## config.mk

```make
export PLATFORM = sky130hd
export DESIGN_NAME = pipe_hazard_ctrl
export DESIGN_NICKNAME = d
export VERILOG_FILES = /design/src/rtl/pipe_ctrl_pkg.sv /design/src/rtl/hazard_fwd_sel.sv /design/src/rtl/pipe_hazard_ctrl.sv
export SDC_FILE = /design/constraint.sdc
export NUM_CORES = 1
export LEC_CHECK = 0
export BUFFER_PORTS_ARGS = -buffer_cell sky130_fd_sc_hd__buf_2
export CORE_MARGIN = 1
export CORE_UTILIZATION = 52
export DETAILED_ROUTE_END_ITERATION = 16
export GPL_TIMING_DRIVEN = 0
export PLACE_DENSITY = 0.88
export SLEW_MARGIN = 5
export SYNTH_ARGS = -nofsm -noshare
export SYNTH_HDL_FRONTEND = slang
export SYNTH_SLANG_ARGS = --single-unit
```

## constraint.sdc

```tcl
create_clock -name CLK -period 3.4 [get_ports CLK]
set_input_delay 0.51 -clock CLK [delete_from_list [all_inputs] [get_ports CLK]]
set_output_delay 0.51 -clock CLK [all_outputs]
set_load 0.005 [all_outputs]
```

## src/rtl/pipe_ctrl_pkg.sv

```systemverilog
// Shared encodings for the pipeline hazard / control unit.
package pipe_ctrl_pkg;

  // Forwarding mux selects for the E-stage SrcA/SrcB operands
  localparam logic [1:0] FWD_RF = 2'b00;
  localparam logic [1:0] FWD_W  = 2'b01;
  localparam logic [1:0] FWD_M  = 2'b10;

  // ResultSrcE value that marks a load in E
  localparam logic [1:0] RES_LOAD = 2'b01;

  // Data-memory wait sequencer states
  typedef enum logic [1:0] {
    RUN     = 2'b00,
    WAIT    = 2'b01,
    RELEASE = 2'b10
  } mem_state_e;

endpackage

```

## src/rtl/hazard_fwd_sel.sv

```systemverilog
// Forward-select comparator for one E-stage source operand.
// M has priority over W; x0 is never forwarded.
module hazard_fwd_sel
  import pipe_ctrl_pkg::*;
#(
  parameter int REG_AW = 5
) (
  input  logic [REG_AW-1:0] rs_e,
  input  logic [REG_AW-1:0] rd_m,
  input  logic [REG_AW-1:0] rd_w,
  input  logic              reg_write_m,
  input  logic              reg_write_w,
  output logic [1:0]        fwd_sel
);

  logic hit_m;
  logic hit_w;

  // Compare the source against the M and W destinations, M wins
  always_comb begin
    hit_m = reg_write_m && (rd_m != '0) && (rd_m == rs_e);
    hit_w = reg_write_w && (rd_w != '0) && (rd_w == rs_e);
    if (hit_m) begin
      fwd_sel = FWD_M;
    end else if (hit_w) begin
      fwd_sel = FWD_W;
    end else begin
      fwd_sel = FWD_RF;
    end
  end

endmodule

```

## src/rtl/pipe_hazard_ctrl.sv

```systemverilog
// Hazard and pipeline-control unit for the 5-stage core: operand forwarding,
// load-use stall, branch flush, data-memory wait sequencing and saturating
// stall/flush performance counters.
//
// state   | meaning
// --------+----------------------------------------------------------------
// RUN     | normal flow; a valid memory access in M starts a wait
// WAIT    | memory access outstanding, whole pipeline frozen
// RELEASE | access done, pipeline advances one cycle, MemValidM ignored
module pipe_hazard_ctrl
  import pipe_ctrl_pkg::*;
#(
  parameter int REG_AW  = 5,
  parameter int MEM_LAT = 2,
  parameter int CNT_W   = 16
) (
  input  logic              CLK,
  input  logic              RST,
  input  logic [REG_AW-1:0] Rs1D,
  input  logic [REG_AW-1:0] Rs2D,
  input  logic [REG_AW-1:0] Rs1E,
  input  logic [REG_AW-1:0] Rs2E,
  input  logic [REG_AW-1:0] RdE,
  input  logic [REG_AW-1:0] RdM,
  input  logic [REG_AW-1:0] RdW,
  input  logic              RegWriteM,
  input  logic              RegWriteW,
  input  logic [1:0]        ResultSrcE,
  input  logic              PCSrcE,
  input  logic              MemValidM,
  output logic [1:0]        ForwardAE,
  output logic [1:0]        ForwardBE,
  output logic              StallF,
  output logic              StallD,
  output logic              StallE,
  output logic              StallM,
  output logic              StallW,
  output logic              FlushD,
  output logic              FlushE,
  output logic [CNT_W-1:0]  StallCycles,
  output logic [CNT_W-1:0]  FlushCount
);

  localparam bit MEM_EN   = (MEM_LAT > 0);
  // wait_cnt holds at most MEM_LAT-1
  localparam int WCW      = (MEM_LAT > 2) ? $clog2(MEM_LAT) : 1;
  localparam int LOAD_VAL = MEM_EN ? (MEM_LAT - 1) : 0;

  mem_state_e       state_q, state_d;
  logic [WCW-1:0]   wait_cnt_q, wait_cnt_d;
  logic [CNT_W-1:0] stall_cnt_q, stall_cnt_d;
  logic [CNT_W-1:0] flush_cnt_q, flush_cnt_d;

  logic mem_stall;
  logic lw_stall;
  logic lw_act;
  logic br_act;
  logic ld_hold;

  hazard_fwd_sel #(.REG_AW(REG_AW)) u_fwd_a (
    .rs_e        (Rs1E),
    .rd_m        (RdM),
    .rd_w        (RdW),
    .reg_write_m (RegWriteM),
    .reg_write_w (RegWriteW),
    .fwd_sel     (ForwardAE)
  );

  hazard_fwd_sel #(.REG_AW(REG_AW)) u_fwd_b (
    .rs_e        (Rs2E),
    .rd_m        (RdM),
    .rd_w        (RdW),
    .reg_write_m (RegWriteM),
    .reg_write_w (RegWriteW),
    .fwd_sel     (ForwardBE)
  );

  // Memory-wait sequencer: next state, wait counter and the freeze request.
  // wait_cnt is loaded with MEM_LAT-1 so the RUN cycle plus the WAIT cycles
  // add up to exactly MEM_LAT frozen cycles per access.
  always_comb begin
    state_d    = state_q;
    wait_cnt_d = wait_cnt_q;
    mem_stall  = 1'b0;
    case (state_q)
      RUN: begin
        if (MEM_EN && MemValidM) begin
          mem_stall  = 1'b1;
          wait_cnt_d = WCW'(LOAD_VAL);
          state_d    = (MEM_LAT == 1) ? RELEASE : WAIT;
        end
      end
      WAIT: begin
        mem_stall = 1'b1;
        if (wait_cnt_q <= WCW'(1)) begin
          wait_cnt_d = '0;
          state_d    = RELEASE;
        end else begin
          wait_cnt_d = wait_cnt_q - WCW'(1);
        end
      end
      RELEASE: begin
        state_d = RUN;
      end
      default: begin
        state_d    = RUN;
        wait_cnt_d = '0;
      end
    endcase
  end

  // Load-use and branch hazards; both are masked while memory freezes the pipe
  always_comb begin
    lw_stall = (ResultSrcE == RES_LOAD) && (RdE != '0) &&
               ((RdE == Rs1D) || (RdE == Rs2D));
    lw_act   = lw_stall && !mem_stall;
    br_act   = PCSrcE && !mem_stall;
    // a taken branch makes the D instruction wrong-path, so no need to hold it
    ld_hold  = lw_act && !br_act;

    StallF = mem_stall || ld_hold;
    StallD = mem_stall || ld_hold;
    StallE = mem_stall;
    StallM = mem_stall;
    StallW = mem_stall;
    FlushD = br_act;
    FlushE = br_act || lw_act;
  end

  // Saturating performance counters
  always_comb begin
    stall_cnt_d = stall_cnt_q;
    flush_cnt_d = flush_cnt_q;
    if ((mem_stall || ld_hold) && (stall_cnt_q != '1)) begin
      stall_cnt_d = stall_cnt_q + CNT_W'(1);
    end
    if (FlushD && (flush_cnt_q != '1)) begin
      flush_cnt_d = flush_cnt_q + CNT_W'(1);
    end
  end

  // State registers with synchronous active-low reset
  always_ff @(posedge CLK) begin
    if (!RST) begin
      state_q     <= RUN;
      wait_cnt_q  <= '0;
      stall_cnt_q <= '0;
      flush_cnt_q <= '0;
    end else begin
      state_q     <= state_d;
      wait_cnt_q  <= wait_cnt_d;
      stall_cnt_q <= stall_cnt_d;
      flush_cnt_q <= flush_cnt_d;
    end
  end

  assign StallCycles = stall_cnt_q;
  assign FlushCount  = flush_cnt_q;

endmodule

```

==> impl_metrics.py, run 1 <==
metrics = {
    "run_status": {
        "outcome": "finished clean",
    },
    "routing": {
        "wl_um": 4892,
        "viasPerCell": 5.379,
        "vias": 2098,
        "drc": 0,
        "first_pass_iters": 4,
        "wl_per_cell_um": 12.54,
        "ant_nets": 0,
        "first_iter_violations": 90,
    },
    "clock_tree": {
        "path_clk_slew_ns": 0.07,
        "cts_buffers": 5,
        "cts.hold.buffers_added": 0,
        "postCtsSetupBuffers": 0,
        "clock_latency_ns": 0.30,
        "cts_tree": "yes",
        "clock-sinks": 34,
        "htree_num_levels": 2,
        "cts_root_buf": "clkbuf_8",
        "post_cts_resized": 0,
        "cts.path.max_buffers": 2,
    },
    "min_path": {
        "hp-class": "reg2reg",
        "hold_depth": 1,
    },
    "logic_synthesis": {
        "netlist_area_um2": 2077,
        "ys.flop_type": "dfxtp_1",
        "ys_seq_area_frac": 0.3277,
        "synth_edf_count": 0,
        "async_flop_share": 0,
        "yosysWarningCount": 0,
        "ys_types": 41,
        "avgSynthCellArea_um2": 8.341,
        "synth_seq_cells": 34,
        "syn_nets": 294,
        "synthCells": 249,
    },
    "die": {
        "die_x_um": 65.20,
        "num_rows": 22,
        "core-area_um2": 3744,
        "dieArea_um2": 4251,
        "die_h_um": 65.20,
        "start_util": 0.5548,
        "ios": 86,
    },
    "cells_and_area": {
        "fin_util": 0.7089,
        "final_area_um2": 2654,
        "layout_commonest_cell": "buf_2",
        "drive_gt1_frac": 0.3099,
        "layout_common_cells": "buf_2, dfxtp_1, xnor2_1, nor2_1, xor2_1",
        "fill_cells": 328,
        "nets": 386,
        "area_delta_synth_final_pct": 27.77,
        "antennaDiodeCount": 0,
    },
    "global_route": {
        "antenna_found_initial": 0,
        "overflow": 0,
        "grt_pass1_wl_um": 7707,
        "track_usage": 0.2331,
        "grt_pass1_vias": 1832,
        "grt_start_max_net_pins": 11,
    },
    "worst_setup_path": {
        "required_ns": 2.89,
        "crit_type": "in2out",
        "worst_r2r_path_depth": 9,
        "critPathCaptureType": "output port",
        "crit_path_max_fanout": 3,
        "critPathLaunchType": "primary input",
        "cp.arrival_ns": 1.90,
    },
    "timing": {
        "max_slew_margin": 0.6742,
        "period_minus_slack_ns": 2.410,
        "tns_ns": 0,
        "hold_violations": 0,
        "fmaxAchievable_ghz": 0.4150,
        "setup_slack_ns": 0.9904,
        "drv_slew": 0,
        "worst_slew_pin_slew_ns": 0.4843,
        "finalCritPeriodShare": 0.7087,
        "setup_viol": 0,
        "rsz0062_at_grt": "false",
        "skew_ns": 0.007218,
    },
    "pwr": {
        "vdd_ir_drop_max_v": 0.0003031,
        "p_leak_nw": 1.103,
        "power_per_cell_area_nw_per_um2": 328.7,
    },
    "placed_design": {
        "pre_cts_ws_ns": 0.9865,
        "dp_hpwl_um": 3757,
        "place_area_um2": 2562,
        "gp_congestion": 0.8090,
        "io_buffer_count": 85,
    },
    "flow_run": {
        "maxCapViolCount": 0,
    },
}
==> per-layer routing <==
layer | GRT usage | share of wire | routed length, um | vias up
met5 | 0 | 0 | 0 | -
met4 | 0.1033 | 0.0084 | 41 | 0
met3 | 0.04688 | 0.067 | 326 | 6
li1 | - | - | - | 1073
met2 | 0.4059 | 0.48 | 2353 | 64
met1 | 0.2732 | 0.44 | 2170 | 955
==> synthesized netlist by cell type (all sizes together) (2+ instances only) <==
cell type / count / area share
a21oi: 16 / 0.046
and3: 4 / 0.012
buf: 8 / 0.033
clkbuf: 3 / 0.0054
dfxtp: 34 / 0.33
ha: 2 / 0.012
inv: 10 / 0.018
mux2i: 3 / 0.014
nand2: 13 / 0.023
nand2b: 2 / 0.0060
nand3: 16 / 0.039
nand4: 8 / 0.027
nor2: 26 / 0.047
nor3: 5 / 0.012
nor3b: 2 / 0.0096
nor4: 8 / 0.027
nor4b: 2 / 0.0084
o21ai: 12 / 0.029
o31ai: 5 / 0.025
or3: 9 / 0.027
or4: 8 / 0.029
xnor2: 26 / 0.11
xor2: 19 / 0.080
==> cells by family after synthesis <==
family / share of synthesized area
buffers and inverters: 0.05602
adders and majority gates: 0.01205
and+or+nand+nor: 0.2675
muxes: 0.01446
DFF: 0.3277
xor gates and xnor gates: 0.1898
AOI/OAI and AO/OA: 0.1325
==> layout make-up <==
class	instances	area (um2)	share of cell area
Buffer	11	78.83	0.02970
Multi-Input combinational cell	194	1280	0.4823
Tap cell	48	60.06	0.02263
Sequential cell	34	680.7	0.2565
Clock inverter	1	5.005	0.001886
Clock buffer	7	86.33	0.03253
Inverter	10	37.54	0.01414
Timing Repair Buffer	85	425.4	0.1603
==> stage by stage <==
step           hold slack (ns)  total power [W]  instances
2_1_floorplan           0.4132        0.0005039        249
3_3_place_gp            0.4232        0.0005643        382
3_5_place_dp            0.4328        0.0005688        382
4_1_cts                 0.4534        0.0008783        390
5_1_grt                 0.4631        0.0009076        390
6_report                0.4537        0.0008723        390
==> flip-flops by register name, summed over array words and instances, names as in the netlist <==
register,flops
StallCycles,16
state_q,2
FlushCount,16
==> worst max-delay path, stage by stage <==
cell	delay (ns)
buf_2	0.13
or4_1	0.52
o21ai_0	0.21
nor4_1	0.11
nor4_1	0.27
buf_2	0.16
==> report_power, final <==
| group | internal (W) | switching (W) | total (W) | leakage, nW |
|---|---|---|---|---|
| combinational | 0.0000718 | 0.0000743 | 0.000146 | 0.780 |
| sequential | 0.000405 | 0.00000787 | 0.000413 | 0.275 |
| clock | 0.000163 | 0.000150 | 0.000313 | 0.0482 |
| total | 0.000640 | 0.000232 | 0.000872 | 1.10 |
==> final timing paths <==
check / from / endpoint / slack [ns]
min reg2reg: state_q[0] / state_q[0] / 0.45
max: RdM[0] / ForwardAE[0] / 0.99
min: state_q[0] / state_q[0] / 0.45
max reg2reg: StallCycles[0] / StallCycles[1] / 1.22
Note: power is estimated with default switching activity, not from simulation.
==> run 2, diff against run 1 <==
--- a/config.mk
+++ b/config.mk
@@ -5,12 +5,13 @@
 export SDC_FILE = /design/constraint.sdc
 export NUM_CORES = 1
 export LEC_CHECK = 0
+export ABC_AREA = 1
 export BUFFER_PORTS_ARGS = -buffer_cell sky130_fd_sc_hd__buf_2
 export CORE_MARGIN = 1
-export CORE_UTILIZATION = 52
+export CORE_UTILIZATION = 45
 export DETAILED_ROUTE_END_ITERATION = 16
 export GPL_TIMING_DRIVEN = 0
-export PLACE_DENSITY = 0.88
+export PLACE_DENSITY = 0.78
 export SLEW_MARGIN = 5
 export SYNTH_ARGS = -nofsm -noshare
 export SYNTH_HDL_FRONTEND = slang
==> constraint.sdc (replaced) <==
create_clock -name CLK -period 2.15 [get_ports CLK]
set_input_delay 0.3225 -clock CLK [delete_from_list [all_inputs] [get_ports CLK]]
set_output_delay 0.3225 -clock CLK [all_outputs]
set_load 0.005 [all_outputs]
==> run 2 against run 1 <==
Cell area is 13% higher. Critical path type is now reg2out. First-iteration DRC count is 5.6% lower. Worst hold slack worse by 0.15 ns. Highest routed layer unchanged. Sequential share of layout area is 2.9 points lower. Largest power group unchanged. Clock skew hardly changed. Die area is 32% higher.
==> impl_metrics.py, run 2 <==
metrics = {
    "timing": {
        "worst_slew_pin_slew_ns": 0.4477,
        "skew_ns": 0.007008,
        "finalCritPeriodShare": 0.9185,
        "fmaxAchievable_ghz": 0.5064,
        "period_minus_slack_ns": 1.975,
        "drv_slew": 0,
        "hold_violations": 0,
        "tns_ns": 0,
        "whs_ns": 0.2987,
        "setup_viol": 0,
        "rsz0062_at_grt": "false",
        "max_slew_margin": 0.7015,
    },
    "clock_tree": {
        "clock_latency_ns": 0.29,
        "cts_buffers": 5,
        "clock-sinks": 34,
        "path_clk_slew_ns": 0.06,
        "cts_root_buf": "clkbuf_8",
        "postCtsSetupBuffers": 0,
        "htree_num_levels": 2,
        "post_cts_resized": 0,
        "cts.hold.buffers_added": 0,
        "cts.path.max_buffers": 2,
        "cts_tree": "yes",
    },
    "worst_setup_path": {
        "crit_path_max_fanout": 11,
        "critPathCaptureType": "output port",
        "critPathLaunchType": "flop",
        "reg2reg_slack_ns": 0.43,
        "crit_type": "reg2out",
        "cp.arrival_ns": 1.65,
        "required_ns": 1.83,
    },
    "pwr": {
        "power_per_cell_area_nw_per_um2": 465.3,
        "power.total_w": 0.001392,
        "p_leak_nw": 1.454,
        "vdd_ir_drop_max_v": 0.0003735,
    },
    "global_route": {
        "overflow": 0,
        "grt_pass1_vias": 2313,
        "antenna_found_initial": 0,
        "track_usage": 0.2221,
        "grt_start_max_net_pins": 12,
        "grt_pass1_wl_um": 9687,
    },
    "logic_synthesis": {
        "netlist_area_um2": 2401,
        "synthTopCellsByCount": "nand2_1, nor2_1, inv_1, dfxtp_1, nand3_1",
        "yosysWarningCount": 0,
        "synth_most_common_cell": "nand2_1",
        "ys.flop_type": "dfxtp_1",
        "async_flop_share": 0,
        "synthCells": 365,
        "syn_nets": 410,
        "avgSynthCellArea_um2": 6.578,
        "synth_seq_cells": 34,
        "ys_seq_area_frac": 0.2835,
        "ys_types": 37,
        "synth_edf_count": 0,
        "synth_top_area_cell": "dfxtp_1",
        "synthDominantCellAreaShare": 0.2835,
        "synth.area.top_cells": "dfxtp_1, nand2_1, nor2_1, inv_1, nand3_1",
    },
    "cells_and_area": {
        "fill_cells": 501,
        "nets": 501,
        "fin_cells": 525,
        "layout_commonest_cell": "buf_2",
        "area_delta_synth_final_pct": 24.60,
        "drive_gt1_frac": 0.2791,
        "layout_common_cells": "buf_2, nand2_1, nor2_1",
        "antennaDiodeCount": 0,
        "final_area_um2": 2992,
    },
    "die": {
        "start_util": 0.4701,
        "core-area_um2": 5107,
        "dieArea_um2": 5632,
        "die_h_um": 75.05,
        "num_rows": 26,
        "ios": 86,
        "die_x_um": 75.05,
    },
    "routing": {
        "viasPerCell": 4.933,
        "ant_nets": 0,
        "vias": 2590,
        "wl_per_cell_um": 11.22,
        "drc": 0,
        "first_pass_iters": 4,
        "first_iter_violations": 85,
        "wl_um": 5888,
    },
    "placed_design": {
        "place_area_um2": 2909,
        "placed_cells": 519,
        "dp_hpwl_um": 4669,
        "gp_congestion": 0.8774,
        "io_buffer_count": 84,
    },
    "flow_run": {
        "maxCapViolCount": 0,
    },
    "min_path": {
        "hp-class": "in2reg",
    },
    "run_status": {
        "outcome": "finished clean",
    },
}
-- run 2: worst paths after layout --
check / start / to / cells after the start
hold reg to reg: state_q[0] / state_q[1] / 2
setup reg to reg: StallCycles[0] / StallCycles[13] / 10
hold / removal: MemValidM / state_q[0] / 3
setup / recovery: state_q[0] / StallF / 8
-- run 2: critical path, cell delays in order (launching register included) --
cell      delay (ns)
dfxtp_1         0.34
o21ai_4         0.19
nand3b_1        0.12
nor2_2          0.15
nand3_2         0.10
nand2_4         0.13
buf_8           0.14
buf_4           0.10
buf_2           0.09
-- run 2: cell type report --
| class | count | area [um2] | share of cell area |
|---|---|---|---|
| buffer | 13 | 113.9 | 0.03806 |
| clock buffer | 6 | 82.58 | 0.02760 |
| inverter | 47 | 176.4 | 0.05897 |
| multi-input combinational | 271 | 1430 | 0.4780 |
| sequential | 34 | 680.7 | 0.2275 |
| tap | 70 | 87.58 | 0.02928 |
| timing repair buffer | 84 | 420.4 | 0.1405 |
-- run 2: per-layer routing --
layer,vias to the layer above,GRT usage,part of all wire
met5,-,0,0
met4,0,0.06080,0.0078
met3,9,0.05489,0.051
met2,69,0.4024,0.51
met1,1167,0.2591,0.43
li1,1345,-,-
-- run 2: kinds of logic after synthesis --
family                     Yosys count  synth area share
and+or+nand+nor                    205            0.3893
buffers and inverters               60            0.1209
AOI/OAI and AO/OA                   37           0.09745
DFF                                 34            0.2835
xor gates and xnor gates            27           0.09849
adders and majority gates            2           0.01042
-- run 2: stage by stage --
step,setup slack (ns),util
global route,0.02506,0.5857
CTS,0.1250,0.5857
floorplan,0.6011,-
finish,0.1753,0.5857
detailed placement,0.3422,0.5696
global placement,0.3614,0.5696
-- run 2: report_power, final --
group,internal [W],switching (W)
clock network,0.000247,0.000229
logic,0.000125,0.000140
registers,0.000640,0.0000110
==> run 3, diff against run 2 <==
--- a/config.mk
+++ b/config.mk
@@ -8,10 +8,11 @@
 export ABC_AREA = 1
 export BUFFER_PORTS_ARGS = -buffer_cell sky130_fd_sc_hd__buf_2
 export CORE_MARGIN = 1
-export CORE_UTILIZATION = 45
+export CORE_UTILIZATION = 36
 export DETAILED_ROUTE_END_ITERATION = 16
 export GPL_TIMING_DRIVEN = 0
-export PLACE_DENSITY = 0.78
+export MAX_ROUTING_LAYER = met4
+export PLACE_DENSITY = 0.65
 export SLEW_MARGIN = 5
 export SYNTH_ARGS = -nofsm -noshare
 export SYNTH_HDL_FRONTEND = slang
==> run 3 against run 2 <==
Global-route usage is 4.4 points lower. Worst setup slack worse by 0.0062 ns. Largest power group unchanged. Fmax is 0.31% lower. Total power is 1.5% higher. Highest routed layer unchanged. Critical path type unchanged. Via count is 1.1% lower. Largest cell class unchanged.
==> impl_metrics.py, run 3 (synthesis results as in run 2) <==
metrics = {
    "cells_and_area": {
        "layout_commonest_cell": "buf_2",
        "drive_gt1_frac": 0.2801,
        "nets": 501,
        "antennaDiodeCount": 0,
        "area_delta_synth_final_pct": 25.33,
        "layout_common_cells": "buf_2, nand2_1, nor2_1",
    },
    "routing": {
        "ant_nets": 0,
        "wl_per_cell_um": 11.01,
        "drc": 0,
        "first_pass_iters": 4,
        "vias": 2562,
        "viasPerCell": 4.798,
        "wl_um": 5877,
        "first_iter_violations": 57,
    },
    "timing": {
        "period_minus_slack_ns": 1.981,
        "finalCritPeriodShare": 0.9214,
        "max_slew_margin": 0.6876,
        "drv_slew": 0,
        "skew_ns": 0.005773,
        "setup_viol": 0,
        "worst_slew_pin_slew_ns": 0.4686,
        "whs_ns": 0.2997,
        "rsz0062_at_grt": "false",
        "tns_ns": 0,
        "fmaxAchievable_ghz": 0.5048,
        "hold_violations": 0,
    },
    "clock_tree": {
        "cts_buffers": 5,
        "cts.path.max_buffers": 2,
        "cts_tree": "yes",
        "postCtsSetupBuffers": 0,
        "post_cts_resized": 0,
        "cts_root_buf": "clkbuf_8",
        "path_clk_slew_ns": 0.07,
        "htree_num_levels": 2,
        "clock_latency_ns": 0.28,
        "clock-sinks": 34,
    },
    "global_route": {
        "track_usage": 0.1778,
        "grt_start_max_net_pins": 12,
        "grt_pass1_wl_um": 10190,
        "antenna_found_initial": 0,
        "grt_pass1_vias": 2310,
        "overflow": 0,
    },
    "flow_run": {
        "maxCapViolCount": 0,
    },
    "die": {
        "start_util": 0.3760,
        "die_h_um": 83.67,
        "num_rows": 29,
        "ios": 86,
        "core-area_um2": 6386,
        "dieArea_um2": 7000,
        "die_x_um": 83.67,
    },
    "placed_design": {
        "gp_congestion": 0.8830,
        "dp_hpwl_um": 4666,
        "io_buffer_count": 84,
    },
    "worst_setup_path": {
        "cp.arrival_ns": 1.66,
        "crit_type": "reg2out",
        "critPathCaptureType": "output port",
        "crit_path_max_fanout": 11,
        "critPathLaunchType": "flop",
        "reg2reg_slack_ns": 0.43,
        "required_ns": 1.83,
    },
    "pwr": {
        "p_leak_nw": 1.459,
        "vdd_ir_drop_max_v": 0.0002849,
        "power_per_cell_area_nw_per_um2": 469.5,
    },
    "run_status": {
        "outcome": "finished clean",
    },
    "min_path": {
        "hp-class": "in2reg",
    },
}
-- run 3: cell count changes in the layout (fill, tap and decap cells not counted), sizes merged --
cell,delta
clkbuf,+1
clkinv,+1
-- run 3: cell type report --
type | count | area (um2)
clock inverter | 1 | 5.005
timing repair buffer | 84 | 420.4
buffer | 13 | 113.9
inverter | 47 | 176.4
multi-input combinational | 271 | 1430
fill | 692 | 3377
clock buffer | 7 | 86.33
sequential | 34 | 680.7
tap | 77 | 96.34
-- run 3: timing repair --
item / 4_1_cts / 5_1_grt
hold endpoints to repair: 0 / 0
hold buffers: 0 / 0
endpoints found under the setup margin: 0 / 1
-- run 3: worst paths after layout --
| path | from | end | depth (start not counted) |
|---|---|---|---|
| worst max-delay path | state_q[0] | StallF | 8 |
| worst min-delay path | MemValidM | state_q[0] | 3 |
| worst max register to register | StallCycles[0] | StallCycles[13] | 10 |
| worst min register to register | state_q[0] | state_q[1] | 2 |
-- run 3: power by group --
part	internal, W	total (W)	switching, W
Sequential	0.000639	0.000650	0.0000109
Clock	0.000259	0.000497	0.000239
Combinational	0.000125	0.000265	0.000140
-- run 3: critical path: stages (launching register included) --
cell      delay [ns]
dfxtp_1         0.34
o21ai_4         0.19
nand3b_1        0.12
nor2_2          0.15
nand3_2         0.10
nand2_4         0.13
buf_8           0.15
buf_4           0.10
buf_2           0.09
-- run 3: layer usage --
metal / track usage / up-vias / routed length [um]
li1: - / 1341 / -
met1: 0.2237 / 1154 / 2782
met2: 0.2979 / 64 / 2764
met3: 0.03759 / 3 / 315
met4: 0.02928 / 0 / 14
met5: - / - / 0
-- run 3: per-stage QoR --
stage / power, W / setup slack [ns] / cells / instance area [um2] / util
2_1_floorplan: 0.0008263 / 0.6011 / 365 / 2401 / -
3_3_place_gp: 0.0009280 / 0.3191 / 526 / 2918 / 0.4569
3_5_place_dp: 0.0009328 / 0.3327 / 526 / 2918 / 0.4569
4_1_cts: 0.001435 / 0.1034 / 534 / 3009 / 0.4712
5_1_grt: 0.001491 / 0.006007 / 534 / 3009 / 0.4712
6_report: 0.001413 / 0.1690 / 534 / 3009 / 0.4712
